`config.mk`:
```
export PLATFORM = sky130hd
export DESIGN_NAME = sdram_arbiter
export DESIGN_NICKNAME = d
export VERILOG_FILES = /design/src/rtl/sdram_arb_pkg.sv /design/src/rtl/sdram_arb_pend.sv /design/src/rtl/sdram_arbiter.sv
export SDC_FILE = /design/constraint.sdc
export NUM_CORES = 1
export LEC_CHECK = 0
export CAP_MARGIN = 40
export CELL_PAD_IN_SITES_DETAIL_PLACEMENT = 1
export CELL_PAD_IN_SITES_GLOBAL_PLACEMENT = 2
export CORE_MARGIN = 2
export CORE_UTILIZATION = 29
export DETAILED_ROUTE_END_ITERATION = 8
export GPL_ROUTABILITY_DRIVEN = 1
export HOLD_SLACK_MARGIN = 0.05
export PLACE_DENSITY = 0.95
export SLEW_MARGIN = 10
export SYNTH_ARGS = -nofsm -noshare
export SYNTH_HDL_FRONTEND = slang
export SYNTH_SLANG_ARGS = --single-unit
```
`constraint.sdc`:
```
create_clock -name clock -period 4.4 [get_ports clock]
set_input_delay 0.88 -clock clock [delete_from_list [all_inputs] [get_ports clock]]
set_output_delay 0.88 -clock clock [all_outputs]
set_load 0.03 [all_outputs]
```
`src/rtl/sdram_arb_pkg.sv`:
```
// Shared types and default timing for the SDRAM port arbiter.
package sdram_arb_pkg;

  // Arbiter FSM states.
  typedef enum logic [1:0] {
    IDLE  = 2'd0,
    GRANT = 2'd1,
    BUSY  = 2'd2
  } state_t;

  // Controller operation issued on a grant.
  typedef enum logic [1:0] {
    OP_NONE = 2'd0,
    OP_RF   = 2'd1,
    OP_RD   = 2'd2,
    OP_WR   = 2'd3
  } op_t;

  // Requester that owns the current grant.
  typedef enum logic [1:0] {
    SRC_RF = 2'd0,
    SRC_A  = 2'd1,
    SRC_B  = 2'd2
  } src_t;

  // Clocks one controller op occupies, counted from its strobe cycle.
  localparam int TCYC_DEF = 8;
  // Clocks from the strobe cycle to the cycle the controller's read data is valid.
  localparam int TQ_DEF   = 5;

endpackage

```
`src/rtl/sdram_arb_pend.sv`:
```
// One-deep pulse-to-pending latch with payload. A set pulse always wins over a clear
// in the same cycle, so a request landing on the consume cycle is never dropped; a
// newer pulse overwrites the payload of an older unconsumed one.
module sdram_arb_pend #(
  parameter int PW = 1
) (
  input  logic          clk_i,
  input  logic          rst_n_i,
  input  logic          set_i,
  input  logic          clr_i,
  input  logic [PW-1:0] data_i,
  output logic          pend_o,
  output logic [PW-1:0] data_o
);

  logic          pend_q;
  logic [PW-1:0] data_q;

  // Pending flag and payload: set (with capture) has priority over clear.
  always_ff @(posedge clk_i) begin
    if (!rst_n_i) begin
      pend_q <= 1'b0;
      data_q <= '0;
    end else if (set_i) begin
      pend_q <= 1'b1;
      data_q <= data_i;
    end else if (clr_i) begin
      pend_q <= 1'b0;
    end
  end

  assign pend_o = pend_q;
  assign data_o = data_q;

endmodule

```
`src/rtl/sdram_arbiter.sv`:
```
// Shares one SDRAM controller port between refresh, the CPU bus (port A, pulses) and a
// DMA/loader master (port B, req/ack). Fixed priority refresh > A > B, one op at a time.
//
// Handshakes: A requests are single-clock aRd/aWr pulses latched into a pending slot;
// aVal pulses for one clock when aQ carries fresh read data. B holds bReq with stable
// fields; bReq is looked at only in IDLE, and bAck pulses for one clock when the op is
// done (bQ valid in that same cycle for reads). The master drops bReq or presents the
// next op in the cycle after bAck. Controller strobes are one clock wide.
module sdram_arbiter
  import sdram_arb_pkg::*;
#(
  parameter int AW   = 24,
  parameter int DW   = 16,
  parameter int TCYC = TCYC_DEF,
  parameter int TQ   = TQ_DEF
) (
  input  logic          clock,
  input  logic          reset,
  input  logic          rfReq,
  input  logic          aRd,
  input  logic          aWr,
  input  logic [AW-1:0] aA,
  input  logic [DW-1:0] aD,
  output logic [DW-1:0] aQ,
  output logic          aVal,
  input  logic          bReq,
  input  logic          bWe,
  input  logic [AW-1:0] bA,
  input  logic [DW-1:0] bD,
  output logic          bAck,
  output logic [DW-1:0] bQ,
  output logic          sdrRf,
  output logic          sdrRd,
  output logic          sdrWr,
  output logic [AW-1:0] sdrA,
  output logic [DW-1:0] sdrD,
  input  logic [DW-1:0] sdrQ,
  output logic          busy,
  output state_t        dbgState
);

  localparam int             CW       = $clog2(TCYC + 1);
  localparam logic [CW-1:0]  CNT_LAST = CW'(TCYC - 1);
  localparam logic [CW-1:0]  CNT_CAP  = CW'(TQ);
  localparam int             APW      = 1 + AW + DW;

  state_t        state_q;
  logic [CW-1:0] cnt_q;
  op_t           op_q;
  src_t          src_q;
  logic          busy_q;
  logic          sdr_rf_q, sdr_rd_q, sdr_wr_q;
  logic [AW-1:0] sdr_a_q;
  logic [DW-1:0] sdr_d_q;
  logic [DW-1:0] a_q_q, b_q_q;

  logic           rf_pend, a_pend;
  logic [1:0]     rf_op;
  logic [APW-1:0] a_pay;
  logic           a_pay_wr;
  logic [AW-1:0]  a_pay_addr;
  logic [DW-1:0]  a_pay_data;
  logic           in_idle, rf_clr, a_clr, b_go, cap;

  assign in_idle = (state_q == IDLE);
  assign rf_clr  = in_idle & rf_pend;
  assign a_clr   = in_idle & ~rf_pend & a_pend;
  // A pulse arriving this cycle outranks B next cycle, so B waits one IDLE clock for it.
  assign b_go    = in_idle & ~rf_pend & ~a_pend & bReq & ~(rfReq | aRd | aWr);

  sdram_arb_pend #(.PW(2)) u_rf_pend (
    .clk_i   (clock),
    .rst_n_i (reset),
    .set_i   (rfReq),
    .clr_i   (rf_clr),
    .data_i  (OP_RF),
    .pend_o  (rf_pend),
    .data_o  (rf_op)
  );

  // Write wins when both pulses arrive together.
  sdram_arb_pend #(.PW(APW)) u_a_pend (
    .clk_i   (clock),
    .rst_n_i (reset),
    .set_i   (aRd | aWr),
    .clr_i   (a_clr),
    .data_i  ({aWr, aA, aD}),
    .pend_o  (a_pend),
    .data_o  (a_pay)
  );

  assign a_pay_wr   = a_pay[APW-1];
  assign a_pay_addr = a_pay[AW+DW-1:DW];
  assign a_pay_data = a_pay[DW-1:0];

  // Arbitration FSM with registered strobes, controller address/data and read capture.
  always_ff @(posedge clock) begin
    if (!reset) begin
      state_q  <= IDLE;
      cnt_q    <= '0;
      op_q     <= OP_NONE;
      src_q    <= SRC_RF;
      busy_q   <= 1'b0;
      sdr_rf_q <= 1'b0;
      sdr_rd_q <= 1'b0;
      sdr_wr_q <= 1'b0;
      sdr_a_q  <= '0;
      sdr_d_q  <= '0;
      a_q_q    <= '0;
      b_q_q    <= '0;
    end else begin
      sdr_rf_q <= 1'b0;
      sdr_rd_q <= 1'b0;
      sdr_wr_q <= 1'b0;
      case (state_q)
        IDLE: begin
          if (rf_pend) begin
            state_q  <= GRANT;
            busy_q   <= 1'b1;
            src_q    <= SRC_RF;
            op_q     <= op_t'(rf_op);
            sdr_rf_q <= 1'b1;
          end else if (a_pend) begin
            state_q  <= GRANT;
            busy_q   <= 1'b1;
            src_q    <= SRC_A;
            op_q     <= a_pay_wr ? OP_WR : OP_RD;
            sdr_wr_q <= a_pay_wr;
            sdr_rd_q <= ~a_pay_wr;
            sdr_a_q  <= a_pay_addr;
            sdr_d_q  <= a_pay_data;
          end else if (b_go) begin
            state_q  <= GRANT;
            busy_q   <= 1'b1;
            src_q    <= SRC_B;
            op_q     <= bWe ? OP_WR : OP_RD;
            sdr_wr_q <= bWe;
            sdr_rd_q <= ~bWe;
            sdr_a_q  <= bA;
            sdr_d_q  <= bD;
          end
        end
        GRANT: begin
          state_q <= BUSY;
          cnt_q   <= CW'(1);
        end
        BUSY: begin
          cnt_q <= cnt_q + CW'(1);
          if (cnt_q == CNT_LAST) begin
            state_q <= IDLE;
            busy_q  <= 1'b0;
            op_q    <= OP_NONE;
          end
        end
        default: state_q <= IDLE;
      endcase
      if (cap && src_q == SRC_A && op_q == OP_RD) a_q_q <= sdrQ;
      if (cap && src_q == SRC_B && op_q == OP_RD) b_q_q <= sdrQ;
    end
  end

  // Capture cycle is TQ clocks after the strobe; read data bypasses the holding register.
  assign cap   = (state_q == BUSY) && (cnt_q == CNT_CAP);
  assign aVal  = cap && (src_q == SRC_A) && (op_q == OP_RD);
  assign bAck  = cap && (src_q == SRC_B);
  assign aQ    = aVal ? sdrQ : a_q_q;
  assign bQ    = (bAck && op_q == OP_RD) ? sdrQ : b_q_q;

  assign sdrRf    = sdr_rf_q;
  assign sdrRd    = sdr_rd_q;
  assign sdrWr    = sdr_wr_q;
  assign sdrA     = sdr_a_q;
  assign sdrD     = sdr_d_q;
  assign busy     = busy_q;
  assign dbgState = state_q;

endmodule

```
### Word-level counts from Yosys, hierarchy flattened

Cells that the tools add are included.
Widths: inputs -> output; s select.

| storage, ports and cells | value |
|---|---|
| ROM bits | 0 |
| output and inout bits | 80 |
| memories | 0 |
| register bits after elaboration | 130 |
| word-level logic and storage cells | 95 |
| bits in latches | 0 |
| memory bits (writable) | 0 |
| bits of input ports | 103 |

| cells by class | value |
|---|---|
| add/sub/neg operators | 1 |
| $lt $le $gt $ge | 0 |
| $mul | 0 |
| reduce and logical (&&, ||, !) cells | 18 |
| divide/modulo/power cells | 0 |
| mux-type cells | 35 |
| shifts and indexed selects | 0 |
| bitwise logic cells | 16 |
| equal/unequal tests | 9 |

Operator list:

| kind | count |
|---|---|
| $mux 16 | 4 |
| $mux 24 | 2 |
| $mux 2 | 10 |
| $mux 1 | 15 |
| $reduce_bool 2->1 | 5 |
| $eq 4x3->1 const B | 2 |
| $pmux 4 s2 | 1 |
| $not 1->1 | 7 |
| $and 1x1->1 | 6 |
| $eq 2x2->1 const B | 3 |
| $pmux 2 s3 | 1 |
| $reduce_and 2->1 | 3 |
| $reduce_and 3->1 | 2 |
| $logic_and 1x1->1 | 5 |
| $add 4x1->4 const B | 1 |
| $eq 2x1->1 const B | 2 |
| $ne 4x1->1 const B | 1 |
| $pmux 2 s2 | 1 |
| $or 1x1->1 | 3 |
| $reduce_bool 3->1 | 1 |
| $reduce_or 3->1 | 1 |
| $logic_not 2->1 | 1 |
| $ne 2x2->1 const B | 1 |
| $pmux 1 s2 | 1 |

### Depth between registers and ports, before layout

| logic depth | value |
|---|---|
| depth in word-level cells | 9 |
| gate-level depth with buffers | 7 |
| gate-level depth less buffers | 5 |

### By module

A second synthesis with hierarchy kept.

| second synthesis, totals | value |
|---|---|
| cells, all modules | 525 |
| area, all modules | 5397.7 um^2 |

By module, submodules not included:

| module | instances | area an instance (um^2) | cells an instance | sequential area each (um^2) |
|---|---|---|---|---|
| sdram_arbiter | 1 | 3663.5 | 381 | 1721.7 |
| sdram_arb_pend at u_a_pend | 1 | 1627.8 | 135 | 840.8 |
| sdram_arb_pend at u_rf_pend | 1 | 106.4 | 9 | 60.1 |

### Worst setup path before layout

No wires, ideal clock.

| timing path | value |
|---|---|
| kind | register -> output |
| start point | reg state_q[1], in the netlist dbgState[1] |
| end point | out bQ[14] |
| buffers on the path | 1 |
| cell stages (with the launch flop) | 6 |
| data required time | 3520 ps |
| arrival time | 1960 ps |
| setup slack | 1560 ps |
| cells stage by stage | dfxtp_1 -> ha_1 -> nand4b_4 -> nor4_4 -> buf_6 -> mux2_1 |

| between the ends | value |
|---|---|
| cells in the longest elaborated chain, start to end | 5 |

RTL lines:

| element | RTL line | text |
|---|---|---|
| from (decl) | sdram_arbiter.sv:47 | `state_t state_q;` |
| from (signal assigned) | sdram_arbiter.sv:99 | `state_q <= IDLE;` |
| from (signal assigned) | sdram_arbiter.sv:118 | `state_q <= GRANT;` |
| from (signal assigned) | sdram_arbiter.sv:124 | `state_q <= GRANT;` |
| $eq 2x2->1 | sdram_arbiter.sv:163 | `assign cap = (state_q == BUSY) && (cnt_q == CNT_CAP);` |
| $logic_and 1x1->1 | sdram_arbiter.sv:163 |  |
| $logic_and 1x1->1 | sdram_arbiter.sv:165 | `assign bAck = cap && (src_q == SRC_B);` |
| $logic_and 1x1->1 | sdram_arbiter.sv:167 | `assign bQ = (bAck && op_q == OP_RD) ? sdrQ : b_q_q;` |
| $mux 16 | -- |  |
| to (decl) | sdram_arbiter.sv:31 | `output logic [DW-1:0] bQ,` |

No other way between the ends.

### Worst setup path in the final report

| timing path | value |
|---|---|
| start point | reg state_q[0], in the netlist dbgState[0] |
| end point | out bQ[11] |

The elaborated chain is that of the path after synthesis.

==> impl_metrics.env <==
export IMPL_status="completed"
export IMPL_synth_warnings=0
export IMPL_final_cell_mix="220 x nand2_1, 181 x clkdlybuf4s50_1, 129 x dfxtp_1"
export IMPL_synth_edf_count=0
export IMPL_grt_pass1_vias=5425
export IMPL_synth_seq_cells=130
export IMPL_routed_top_layer="met4"
export IMPL_wl_met3_microns=1329
export IMPL_track_usage_pct=16.30
export IMPL_n_antenna_cell=0
export IMPL_wl_met2_microns=8284
export IMPL_min_to="u_a_pend.data_o[28]$_SDFFE_PN0P_"
export IMPL_io_buffers=182
export IMPL_grt_overflow=0
export IMPL_wl_met1_microns=7487
export IMPL_synth_seq_area_share_pct=44.61
export IMPL_path_class="flop to output pin"
export IMPL_cts_max_path_buffers=2
export IMPL_grt_max_degree=67
export IMPL_wl_per_cell_microns=15.46
export IMPL_initial_utilization_pct=29.78
export IMPL_htree_levels=4
export IMPL_irDropWorstVdd_uv=307.3
export IMPL_wl_microns=17280
export IMPL_drtPass1Iterations=4
export IMPL_skew_ns=0.008828
export IMPL_ant_nets=0
export IMPL_vias=5231
export IMPL_hold_viol=0
export IMPL_hpwl_microns=12030
export IMPL_antenna_found_initial=0
export IMPL_setup_tns_final_ns=0
export IMPL_hold_buffers=0
export IMPL_syn_num_nets=788
export IMPL_cp_slowest_cell="clkdlybuf4s50_1"
export IMPL_reg2reg_to="sdrA[0]$_SDFFE_PN0P_"
export IMPL_syn_area_sq_um=5834
export IMPL_cp_top_family="buffers and inverters"
export IMPL_areaGrowthSynthToFinish_pct=46.13
export IMPL_fin_cells=1118
export IMPL_reg2reg_from="dbgState[0]$_SDFFE_PN0P_"
export IMPL_drive_gt1_share_pct=12.43
export IMPL_fill_cells=2300
export IMPL_tightest_slew_ns=0.6794
export IMPL_synthCells=679
export IMPL_ff2ff_path_depth=6
export IMPL_core_sq_um=19590
export IMPL_fp_dieH_microns=145.8
export IMPL_worstPathArrival_ns=3.14
export IMPL_ctsResizeCount=0
export IMPL_cts_clk_slew_worst_paths_ns=0.06
export IMPL_cp_cell_sequence="inv_1 > ha_1 > nand4b_4 > nor4_4 > buf_4 > mux2_2 > clkdlybuf4s50_1"
export IMPL_viasPerCell=4.679
export IMPL_slew_viol_final=0
export IMPL_crit_path_end_kind="output pin"
export IMPL_setup_viol=0
export IMPL_fin_nets=949
export IMPL_hp_start="u_a_pend.data_o[28]$_SDFFE_PN0P_"
export IMPL_insertion_delay_ns=0.41
export IMPL_post_cts_buffers=0
export IMPL_synth_largest_area_cell="dfxtp_1"
export IMPL_start_kind="flop"
export IMPL_min_path_cells=2
export IMPL_die_area_sq_um=21270
export IMPL_worst_path_largest_cell_delay_ns=0.60
export IMPL_cts_tree="done"
export IMPL_avgSynthCellArea_sq_um=8.593
export IMPL_critPathBufInv=3
export IMPL_grt_pass1_wl_microns=28050
export IMPL_maxCapViolCount=0
export IMPL_synth_ff_type="dfxtp_1"
export IMPL_p_leak_uw=0.003503
export IMPL_cts_buffers=17
export IMPL_critPathMaxFanout=32
export IMPL_async_reset_ff_share_pct=0
export IMPL_rsz0062_at_grt="no"
export IMPL_hold_path_class="flop to flop"
export IMPL_whs_ns=0.4504
export IMPL_place_gp_congestion=0.7582
export IMPL_row_count=51
export IMPL_power_density_nw_per_um2=428.6
export IMPL_slew_headroom_pct=54.67
export IMPL_finalCritPeriodShare_pct=91.33
export IMPL_timing_fmax_mhz=248.9
export IMPL_netlist_area_leader_share_pct=44.61
export IMPL_die_x_microns=145.8
export IMPL_dp_cells=1086
export IMPL_power_uw=3654
export IMPL_layout_commonest_cell="nand2_1"
export IMPL_io_pins=183
export IMPL_fin_crit_ns=4.018
export IMPL_clockRootBuffer="clkbuf_16"
export IMPL_cp_required_ns=3.52
export IMPL_drt_iter0_drc=123
export IMPL_ys_types=41
export IMPL_drc_errors=0
export IMPL_clock_sinks=130
export IMPL_synth_area_leaders="dfxtp_1 45%, nand2_1 14%, mux2_2 11%"
export IMPL_reg2reg_slack_ns=2.26
[layer usage]
layer / track usage [%] / vias up
met1: 18.75 / 2486
met2: 28.21 / 137
met5: 0 / -
met3: 5.956 / 14
li1: - / 2594
met4: 5.000 / 0
[Yosys cell counts, types with 4 or more instances]
cell type  number
a21oi_1        64
buf_1           4
buf_2           9
clkbuf_1       34
dfxtp_1       130
ha_1            6
inv_1           8
mux2_2         55
mux2i_1        59
nand2_1       220
nand2b_1        5
nand3_1        18
nor2_1          7
o21ai_0        22
[flip-flops by register name, summed over array words and instances, names as in the netlist]
| signal | count |
|---|---|
| a_q_q | 16 |
| b_q_q | 16 |
| busy | 1 |
| cnt_q | 4 |
| dbgState | 2 |
| op_q | 2 |
| sdrA | 24 |
| sdrD | 16 |
| sdrRd | 1 |
| sdrRf | 1 |
| sdrWr | 1 |
| src_q | 2 |
| u_a_pend.data_o | 41 |
| u_a_pend.pend_o | 1 |
| u_rf_pend.data_o | 1 |
| u_rf_pend.pend_o | 1 |
[cell families (layout without fill, tap and decap cells)]
kind of cell	Yosys count	in the layout	share of synthesized area, %
compound gates	95	95	8.621
fa+ha+maj	6	6	1.287
buf+inv	59	233	4.246
flops	130	130	44.61
mux	115	115	20.93
simple gates	274	274	20.31
[worst max path at each step]
stage / start / end / slack, ns / depth (start not counted)
floorplan: dbgState[1]$_SDFFE_PN0P_ / bQ[14] / 1.56 / 5
global placement: dbgState[0]$_SDFFE_PN0P_ / bQ[4] / 0.87 / 7
detailed placement: dbgState[0]$_SDFFE_PN0P_ / bQ[1] / 0.83 / 7
CTS: dbgState[0]$_SDFFE_PN0P_ / bQ[11] / 0.36 / 7
global route: dbgState[0]$_SDFFE_PN0P_ / bQ[2] / 0.22 / 7
finish: dbgState[0]$_SDFFE_PN0P_ / bQ[11] / 0.38 / 7
[power breakdown]
part | total, uW | switching (uW) | leakage (uW) | internal, uW
clock network | 1470 | 546 | 0.000289 | 923
registers | 1350 | 73.0 | 0.00106 | 1280
logic | 832 | 446 | 0.00215 | 386
total | 3650 | 1060 | 0.00350 | 2590
[stage by stage]
stage	instance area, sq um	worst slack (ns)	util [%]
after floorplan	5834	1.560	-
after global placement	7858	0.8668	40.11
after detailed placement	7913	0.8262	40.39
after CTS	8526	0.3570	43.52
after global routing	8526	0.2248	43.52
final	8526	0.3816	43.52
[worst reg2reg max path: stages, from the launching register on]
cell     delay (ns)
dfxtp_1        0.37
inv_1          0.10
ha_1           0.31
nor2b_1        0.22
o21ai_4        0.19
buf_4          0.60
mux2i_1        0.28
[final cells by class]
| type | instances | area (sq um) | area share [%] |
|---|---|---|---|
| Clock buffer | 20 | 456.7 | 5.357 |
| Clock inverter | 12 | 156.4 | 1.834 |
| Inverter | 9 | 33.78 | 0.3962 |
| Multi-Input combinational cell | 490 | 3009 | 35.30 |
| Sequential cell | 130 | 2604 | 30.54 |
| Tap cell | 265 | 331.6 | 3.889 |
| Timing Repair Buffer | 192 | 1934 | 22.69 |
Note: power is estimated with default switching activity, not from simulation.
